==> config.mk <==
export PLATFORM = sky130hd
export DESIGN_NAME = ifetch_unit
export DESIGN_NICKNAME = d
export VERILOG_FILES = /design/src/rtl/ifetch_unit.sv
export SDC_FILE = /design/constraint.sdc
export NUM_CORES = 1
export LEC_CHECK = 0
export BUFFER_PORTS_ARGS = -buffer_cell sky130_fd_sc_hd__buf_2
export CAP_MARGIN = 5
export CORE_MARGIN = 8
export CORE_UTILIZATION = 50
export DETAILED_ROUTE_END_ITERATION = 10
export HOLD_SLACK_MARGIN = 0.05
export PLACE_DENSITY = 0.83
export SLEW_MARGIN = 10
export SYNTH_ARGS = -nofsm -noshare
export SYNTH_HDL_FRONTEND = slang
export SYNTH_SLANG_ARGS = --single-unit
==> constraint.sdc <==
create_clock -name clk -period 4.05 [get_ports clk]
set_input_delay 0.405 -clock clk [delete_from_list [all_inputs] [get_ports clk]]
set_output_delay 0.405 -clock clk [all_outputs]
set_load 0.005 [all_outputs]
==> src/rtl/ifetch_unit.sv <==
// ifetch_unit: program counter, imem request/grant/response front end and in-order {pc, instr} FIFO toward decode.
// Latency: grant in N, rvalid in N+1, out_valid in N+2 (N+1 with IFETCH_BYPASS_EN when the FIFO is empty).
// Backpressure: a request issues only while outstanding + buffered words leave FIFO room; out_ready=0 stalls fetch.
// Optional feature macro: IFETCH_BYPASS_EN (same-cycle response-to-decode bypass when the FIFO is empty).
module ifetch_unit #(
    parameter logic [31:0] RESET_PC = 32'h0000_0000,
    parameter int          DEPTH    = 2
) (
    input  logic        clk,
    input  logic        rst_n,
    output logic        imem_req,
    output logic [31:0] imem_addr,
    input  logic        imem_gnt,
    input  logic        imem_rvalid,
    input  logic [31:0] imem_rdata,
    input  logic        redirect_valid,
    input  logic [31:0] redirect_pc,
    output logic        out_valid,
    input  logic        out_ready,
    output logic [31:0] out_instr,
    output logic [31:0] out_pc
);
    localparam int PW = $clog2(DEPTH);
    localparam int CW = $clog2(DEPTH + 1);
    localparam logic [CW:0] DEPTH_C = DEPTH[CW:0];

    typedef struct packed {
        logic [31:0] pc;
        logic [31:0] instr;
    } entry_t;

    logic          run_q;
    logic [31:0]   fpc_q, fpc_d;
    logic [CW-1:0] osd_q, osd_d, dsc_q, dsc_d, cnt_q, cnt_d;
    logic [PW-1:0] rd_q, rd_d, wr_q, wr_d;
    logic [PW-1:0] aq_rd_q, aq_rd_d, aq_wr_q, aq_wr_d;
    entry_t        fifo_q [DEPTH];
    entry_t        fifo_d [DEPTH];
    logic [31:0]   aq_q   [DEPTH];
    logic [31:0]   aq_d   [DEPTH];

    logic          grant, pop, keep, push, byp, fifo_empty;
    logic [CW:0]   credits_used;
    logic          unused_redir_lsb;

    // The two low bits of a redirect target are forced to zero, so they are never read.
    assign unused_redir_lsb = ^redirect_pc[1:0];

    // Handshakes, credit check and output mux; a redirect kills issue, bypass and the decode beat.
    always_comb begin
        fifo_empty = (cnt_q == '0);
`ifdef IFETCH_BYPASS_EN
        byp = fifo_empty && (dsc_q == '0) && imem_rvalid && !redirect_valid;
`else
        byp = 1'b0;
`endif
        pop  = !fifo_empty && out_ready && !redirect_valid;
        keep = imem_rvalid && (dsc_q == '0) && !redirect_valid;
        push = keep && !(byp && out_ready);
        // A FIFO slot drained this cycle is free before any response to a new grant can land.
        credits_used = {1'b0, osd_q} + {1'b0, cnt_q} - {{CW{1'b0}}, pop};
        imem_req  = run_q && !redirect_valid && (cnt_q != DEPTH_C[CW-1:0]) && (credits_used < DEPTH_C);
        grant     = imem_req && imem_gnt;
        imem_addr = fpc_q;
        out_valid = !fifo_empty || byp;
        out_pc    = byp ? aq_q[aq_rd_q] : fifo_q[rd_q].pc;
        out_instr = byp ? imem_rdata    : fifo_q[rd_q].instr;
    end

    // Next-state for PC, counters, address queue and FIFO; redirect overrides everything.
    always_comb begin
        fpc_d   = fpc_q;
        osd_d   = osd_q + CW'(grant) - CW'(imem_rvalid);
        dsc_d   = dsc_q;
        cnt_d   = cnt_q;
        rd_d    = rd_q;
        wr_d    = wr_q;
        aq_rd_d = aq_rd_q;
        aq_wr_d = aq_wr_q;
        fifo_d  = fifo_q;
        aq_d    = aq_q;
        if (redirect_valid) begin
            fpc_d   = {redirect_pc[31:2], 2'b00};
            // Every response still in flight after this edge is stale; dsc already counts a
            // subset of osd, so the new discard count is simply the post-edge outstanding count.
            dsc_d   = osd_q + CW'(grant) - CW'(imem_rvalid);
            cnt_d   = '0;
            rd_d    = wr_q;
            aq_rd_d = aq_wr_q;
        end else begin
            if (grant) begin
                fpc_d         = fpc_q + 32'd4;
                aq_d[aq_wr_q] = fpc_q;
                aq_wr_d       = aq_wr_q + PW'(1);
            end
            if (imem_rvalid) begin
                if (dsc_q != '0) dsc_d   = dsc_q - CW'(1);
                else             aq_rd_d = aq_rd_q + PW'(1);
            end
            if (push) begin
                fifo_d[wr_q] = '{pc: aq_q[aq_rd_q], instr: imem_rdata};
                wr_d         = wr_q + PW'(1);
            end
            if (pop) rd_d = rd_q + PW'(1);
            cnt_d = cnt_q + CW'(push) - CW'(pop);
        end
    end

    // State registers; run_q holds off the first request until the cycle after reset release.
    always_ff @(posedge clk or negedge rst_n) begin
        if (!rst_n) begin
            run_q   <= 1'b0;
            fpc_q   <= RESET_PC;
            osd_q   <= '0;
            dsc_q   <= '0;
            cnt_q   <= '0;
            rd_q    <= '0;
            wr_q    <= '0;
            aq_rd_q <= '0;
            aq_wr_q <= '0;
            for (int i = 0; i < DEPTH; i++) begin
                fifo_q[i] <= '{pc: RESET_PC, instr: 32'h0};
                aq_q[i]   <= RESET_PC;
            end
        end else begin
            run_q   <= 1'b1;
            fpc_q   <= fpc_d;
            osd_q   <= osd_d;
            dsc_q   <= dsc_d;
            cnt_q   <= cnt_d;
            rd_q    <= rd_d;
            wr_q    <= wr_d;
            aq_rd_q <= aq_rd_d;
            aq_wr_q <= aq_wr_d;
            fifo_q  <= fifo_d;
            aq_q    <= aq_d;
        end
    end
endmodule

==> results.ini, run 1 <==
[worst_setup_path]
crit_buf_inv = 5
crit_top_cell = nand2_1
reg2reg_depth = 15
worst_path_largest_cell_delay_ns = 0.49
path_max_fanout = 20
crit_type = flip-flop to flip-flop
crit_family = buffers and inverters
timing.rr.start = cnt_q[1]$_DFF_PN0_
arrival_ns = 3.65
reg2reg_to = aq_q[35]$_DFFE_PN0P_
crit_chain = inv_1 > nand2_1 > nand2_1 > nor2_1 > ha_1 > inv_1 > nand2_1 > fa_1 > and4b_1 > and3_1 > inv_2 > buf_4 > nor2_2 > buf_4 > mux2_2
reg2reg_slack_ns = 0.79
cp-end-kind = flip-flop
cp_slowest_cell = fa_1
critPathLaunchType = flip-flop
worstPathRequired_ns = 4.45

[timing]
setup_tns_ns = 0
drv_slew = 0
worst_pin_slew_ns = 1.06
finClkSkew_ns = 0.0136
period_needed_ns = 3.26
hold_violations = 0
setup_viol_count_final = 0
finalCritPeriodShare_pct = 80.4
setup_slack_ns = 0.795
relSlewSlack_pct = 29.6
rsz0062_at_grt = false
max_freq_mhz = 307

[floorplanning]
boundaryPins = 168
start_util_pct = 50.4
dieArea_um2 = 25000
die_y_um = 158
core_um2 = 20000
rows = 52
die_w_um = 158

[global_routing]
track_usage_pct = 18.3
antenna_found_initial = 0
grt_max_degree = 140
overflow = 0
grt_pass1_wl_um = 36800
first_global_vias = 7095

[detailed_routing]
wl_um = 22800
drt-initial-drc-count = 439
wl_per_cell_um = 18.1
via_count = 6852
dr.pass1.iters = 5
via_per_inst = 5.42
drc = 0
ant_nets = 0

[yosys]
netlist.top_cell.by_area = dfrtp_1
yosysTopAreaCellShare_pct = 55.8
synth_flop_cell = dfrtp_1
netlist_area_um2 = 10100
ys_seq_elements = 225
synth_edf_count = 0
yosys-top-cells-area = dfrtp_1 56%, mux2_2 21%, mux2i_1 3.2%
netlist_instances = 827
synthMostInstantiatedCell = dfrtp_1
syn_avg_cell_area_um2 = 12.2
seq_area_frac_synth_pct = 55.8
yosysWarnings = 0
yosysUniqueCellTypes = 41
async_reset_ff_share_pct = 100
ys_top_cells_by_count = 225 x dfrtp_1, 187 x mux2_2, 77 x nand2_1

[power_and_ir_drop]
power_density_nw_per_um2 = 744
peakVddDrop_uv = 327
power_mw = 8.93
power.leakage_nw = 5.64

[placed_design]
portBuffers = 161
pre_cts_ws_ns = 0.791
dp_hpwl_um = 15300
place.gp.congestion = 0.785

[final_layout]
multi_input_area_um2 = 4190
final_layout_size_suffix_gt1_share_pct = 41.4
ff_latch_area_um2 = 5630
nFillCells = 1608
syn_to_final_growth_pct = 18.9
diodes = 0
nets = 1054

[clock_tree]
htree_levels = 1
clkLatencyLatePin_ns = 0.51
cts_root_buf = clkbuf_16
cts_buffers = 25
clkSlewWorstSetupHoldPaths_ns = 0.06
hold_buffers = 0
clkSinkCount = 225
postCtsSetupBuffers = 0
clockBufferDepth = 3
cts_resized = 0
cts_tree = built

[status]
status = finished clean

[flow_run]
drv_cap = 0

[min_path]
min_path_type = input port to async pin

## where the power goes
part           switching, mW  total (mW)  internal, mW
registers              0.637        3.82          3.18
clock network          0.887        2.28          1.40
logic                   1.21        2.83          1.62
total                   2.73        8.93          6.20
## cell families (layout without fill, tap and decap cells)
group	after synthesis	after routing	share of synthesized area [%]
xor+xnor	22	22	1.91
flops	225	225	55.8
mux	219	219	24.0
fa+ha+maj	8	8	1.07
other cells	2	5	0.0744
compound gates	105	105	5.94
buf+inv	67	231	2.94
simple gates	179	179	8.23
## cell usage in the layout, fill, tap and decap left out, types with 2 or more instances in the layout
cell       Yosys  layout
and3_1         8       8
or3_1          2       2
ha_1           7       7
o211ai_1       8       8
buf_2         14     160
mux2i_1       32      32
clkinv_2       0       4
o311ai_0       9       9
nand3_1       15      15
inv_6          0       2
nand4_1       14      14
xnor2_1       13      13
clkbuf_1      30       4
mux2_2       187     187
buf_4          7       9
nand2_1       77      76
clkbuf_8       0       7
nor4_1         2       2
nor3_1         4       3
xor2_1         9       9
nand2b_1       2       2
nor2_1        48      47
inv_1         11      11
bufinv_16      0       2
conb_1         2       5
dfrtp_2        0       2
buf_12         0       3
o21ai_0       50      50
dfrtp_1      225     223
clkbuf_16      0      25
a21oi_1       32      32
inv_2          2       2
## per-stage QoR
step | cell area, um^2 | util, % | hold slack, ns | cells
after CTS | 12000 | 59.9 | 0.0788 | 1264
final | 12000 | 59.9 | 0.0196 | 1264
after floorplan | 10100 | - | 0.109 | 830
after global routing | 12000 | 59.9 | 0.108 | 1264
after global placement | 11200 | 55.7 | 0.455 | 1219
after detailed placement | 11200 | 55.7 | 0.465 | 1219
## metal layers
metal	vias to the layer above	track usage, %	routed length, um
li1	3219	-	-
met1	3380	24.1	9880
met4	0	4.71	426
met2	215	30.4	10800
met5	-	0	0
met3	38	3.85	1690
## sequential cells by signal, indices dropped and copies added, names as in the netlist
register   cells
fifo_q       124
aq_q          60
imem_addr     30
cnt_q          2
dsc_q          2
osd_q          2
aq_rd_q        1
aq_wr_q        1
rd_q           1
run_q          1
wr_q           1
## how the worst max path moves through the flow
stage	from	endpoint	slack, ns	depth (start not counted)
final	cnt_q[1]$_DFF_PN0_	aq_q[35]$_DFFE_PN0P_	0.79	15
after global routing	cnt_q[1]$_DFF_PN0_	aq_q[46]$_DFFE_PN0P_	0.55	15
after CTS	cnt_q[1]$_DFF_PN0_	aq_q[35]$_DFFE_PN0P_	0.78	15
after detailed placement	cnt_q[1]$_DFF_PN0_	aq_q[35]$_DFFE_PN0P_	0.79	15
after global placement	cnt_q[1]$_DFF_PN0_	aq_q[50]$_DFFE_PN0P_	0.88	15
after floorplan	redirect_valid	dsc_q[1]$_DFFE_PN0P_	0.38	20
## cell type report
| cell class | instances | share of cell area [%] |
|---|---|---|
| Sequential cell | 225 | 46.9 |
| Multi-Input combinational cell | 538 | 34.9 |
| Clock buffer | 36 | 6.14 |
| Inverter | 13 | 0.407 |
| Clock inverter | 9 | 0.907 |
| Tap cell | 270 | 2.82 |
| Timing Repair Buffer | 173 | 7.86 |
(Power assumes the default switching activity.)
==> inputs of run 2 (changes only) <==
ABC_AREA = 1   (was not set)
PLACE_DENSITY = 0.85   (was 0.83)
clock period = 2.9 ns   (was 4.05 ns; I/O delays follow)
==> run 2 against run 1 <==
The flow now finishes with violations (negative setup slack); final cell count is 41% higher; largest power group unchanged; clock power is 36% higher; clock-buffer cell count is 3 lower; highest routed layer is now met5; critical path type unchanged; clock skew is 0.0042 ns lower; synthesized cell count is 56% higher.
==> results.ini, run 2 <==
[status]
status = finished, violations left
violations = negative setup slack

[worst_setup_path]
reg2reg_to = dsc_q[1]$_DFFE_PN0P_
arrival_ns = 3.34  ; -0.31 ns
timing.rr.start = cnt_q[1]$_DFF_PN0_
reg2reg_depth = 18  ; +3
cp-end-kind = flip-flop
endpoint = dsc_q[1]$_DFFE_PN0P_
critPathLaunchType = flip-flop
cp-startpoint = cnt_q[1]$_DFF_PN0_
crit_type = flip-flop to flip-flop
reg2reg_slack_ns = -0.009  ; -0.80 ns
path_max_fanout = 2  ; -90%
worstPathRequired_ns = 3.33  ; -1.12 ns

[global_routing]
overflow = 0  ; unchanged
grt_pass1_wl_um = 48600  ; +32%
met3_usage_pct = 5.97  ; +2.1 points
track_usage_pct = 22.5  ; +4.2 points
grt-busiest-layer = met2
grt_use_met1_pct = 28.1  ; +4.0 points
first_global_vias = 9525  ; +34%
grt_util_met2_pct = 37.5  ; +7.1 points
grt_max_degree = 87  ; -38%
antenna_found_initial = 5  ; +5

[floorplanning]
die_y_um = 163  ; +3.1%
core_um2 = 21100  ; +5.2%
dieArea_um2 = 26500  ; +6.2%
boundaryPins = 168  ; unchanged
die_w_um = 163  ; +3.1%
rows = 53  ; +1.9%
start_util_pct = 51.2  ; +0.82 points

[yosys]
yosysWarnings = 0  ; unchanged
netlist_instances = 1292  ; +56%
yosys-top-cells-area = dfrtp_1 52%, nand2_1 16%, o21ai_0 7.5%
ys_seq_elements = 225  ; unchanged
seq_area_frac_synth_pct = 52.2  ; -3.6 points
syn_avg_cell_area_um2 = 8.35  ; -32%
yosysTopAreaCellShare_pct = 52.2  ; -3.6 points
synth_edf_count = 0  ; unchanged
async_reset_ff_share_pct = 100  ; unchanged
synthMostInstantiatedCell = nand2_1
synth_flop_cell = dfrtp_1
ys_top_cells_by_count = 466 x nand2_1, 225 x dfrtp_1, 161 x o21ai_0
netlist.top_cell.by_area = dfrtp_1
netlist_area_um2 = 10800  ; +7.0%
yosysUniqueCellTypes = 31  ; -24%

[final_layout]
nFillCells = 1740  ; +8.2%
ff_latch_area_um2 = 5630  ; about the same
nets = 1564  ; +48%
final_area_um2 = 13200  ; +10%
multi_input_area_um2 = 4420  ; +5.4%
mostFrequentLayoutCells = 460 x nand2_1, 224 x dfrtp_1, 161 x o21ai_0
layout.cells.most_common = nand2_1
regMostFlops = fifo_q
largest_reg_flops = 124  ; unchanged
syn_to_final_growth_pct = 22.6
final_layout_size_suffix_gt1_share_pct = 23.0  ; -18 points
post-route-util_pct = 62.7  ; +2.9 points

[clock_tree]
clkSlewWorstSetupHoldPaths_ns = 0.06  ; about the same
clkLatencyLatePin_ns = 0.51  ; about the same
cts_tree = built
cts_buffers = 24  ; -4.0%
clockBufferDepth = 3  ; unchanged
clkSinkCount = 225  ; unchanged
cts_root_buf = clkbuf_16
htree_levels = 1  ; unchanged

[timing]
relSlewSlack_pct = 52.1  ; +23 points
setup_viol_count_final = 1  ; +1
finalCritPeriodShare_pct = 100  ; +20 points
setup_slack_ns = -0.00901  ; -0.804 ns
rsz0062_at_grt = true
worst_pin_slew_ns = 0.718  ; -0.338 ns
hold_violations = 0  ; unchanged
finClkSkew_ns = 0.00947  ; -0.00416 ns
drv_slew = 0  ; unchanged
period_needed_ns = 2.91  ; -0.346 ns
max_freq_mhz = 344  ; +12%

[placed_design]
place.gp.congestion = 0.904  ; +15%
place_area_um2 = 11800  ; +6.2%
portBuffers = 161  ; unchanged
pre_cts_ws_ns = -0.184  ; -0.975 ns
dp_hpwl_um = 19500  ; +28%

[flow_run]
drv_cap = 0  ; unchanged

[detailed_routing]
ant_nets = 0  ; unchanged
via_per_inst = 5.30  ; -2.3%
dr.pass1.iters = 5  ; unchanged
drc = 0  ; unchanged
wl_per_cell_um = 17.0  ; -6.1%
wl_um = 30200  ; +32%
drt-initial-drc-count = 754  ; +72%
via_count = 9427  ; +38%

[power_and_ir_drop]
peakVddDrop_uv = 648  ; +98%
power.leakage_nw = 6.84  ; +21%
power_density_nw_per_um2 = 929  ; +25%

[min_path]
min_path_type = input port to flip-flop

run 2: cell types whose count changed after synthesis, moves of 8 or more:
cell	change
nand2_1	+389
mux2_2	-125
inv_1	+117
o21ai_0	+111
mux2i_1	-32
nand3_1	+32
o21ai_2	+30
a21oi_1	-27
nand4_1	-14
nor2_1	+10
xnor2_1	-10
o311ai_0	-9
and3_1	-8
run 2: area by class of cell:
cell class | instances | share of cell area, %
sequential | 225 | 42.6
inverter | 132 | 3.75
tap | 275 | 2.60
antenna | 2 | 0.0378
clock inverter | 10 | 0.794
clock buffer | 33 | 5.26
timing repair buffer | 231 | 11.6
multi-input combinational | 872 | 33.4
run 2: cell families after synthesis:
group,Yosys count,share of synthesized area [%]
buffers and inverters,198,7.63
adders and majority gates,8,0.997
xor gates and xnor gates,11,0.893
muxes,62,6.47
other,2,0.0696
AOI/OAI and AO/OA,207,10.8
and+or+nand+nor,579,21.0
DFF,225,52.2
run 2: worst min path at each step:
stage	startpoint	to	cells past startpoint
2_1_floorplan	rst_n	aq_q[10]$_DFFE_PN0P_	0
3_3_place_gp	rst_n	fifo_q[82]$_DFFE_PN0P_	1
3_5_place_dp	rst_n	fifo_q[82]$_DFFE_PN0P_	1
4_1_cts	imem_rdata[20]	fifo_q[20]$_DFFE_PN0P_	3
5_1_grt	redirect_pc[22]	imem_addr[22]$_DFFE_PN0P_	5
6_report	redirect_pc[31]	imem_addr[31]$_DFFE_PN0P_	5
run 2: report_power, final:
part           switching, mW  leakage, nW  internal, mW
Clock                   1.23        0.394          1.85
Combinational           2.30         3.54          1.84
Sequential             0.727         2.90          4.35
run 2: routing by layer:
metal  routed length [um]  share of wire (%)
met4                  999                3.3
met5                   39               0.13
met1                12100                 40
met3                 2630                8.7
met2                14500                 48
run 2: stage by stage:
stage	power (mW)	instances	hold slack, ns	TNS, ns
2_1_floorplan	7.48	1295	-0.00559	-0.154
3_3_place_gp	8.75	1685	0.328	0
3_5_place_dp	8.98	1685	0.339	-1.19
4_1_cts	12.3	1775	0.0502	-0.0517
5_1_grt	13.1	1780	0.0757	-1.35
6_report	12.3	1780	0.0647	-0.00901
run 2: critical path: stages (launching register included):
cell and delay (ns):
dfrtp_1 0.39, inv_2 0.08, nand2_2 0.07, nand2_2 0.07
nor2_2 0.03, ha_1 0.27, inv_2 0.06, nand2_2 0.05
fa_2 0.52, nand3_2 0.09, nor2_4 0.11, nand3_4 0.08
ha_4 0.27, inv_2 0.04, ha_4 0.15, xnor2_2 0.12
xnor2_1 0.18, nand2_1 0.09, a21oi_2 0.15
run 2: repair_timing:
item	in CTS	in global routing
endpoints found under the hold margin	141	0
pin swaps	4	3
gates resized for setup	12	6
hold buffers	43	0
setup endpoints to repair	32	67
setup buffers	3	2
cloned	1	1
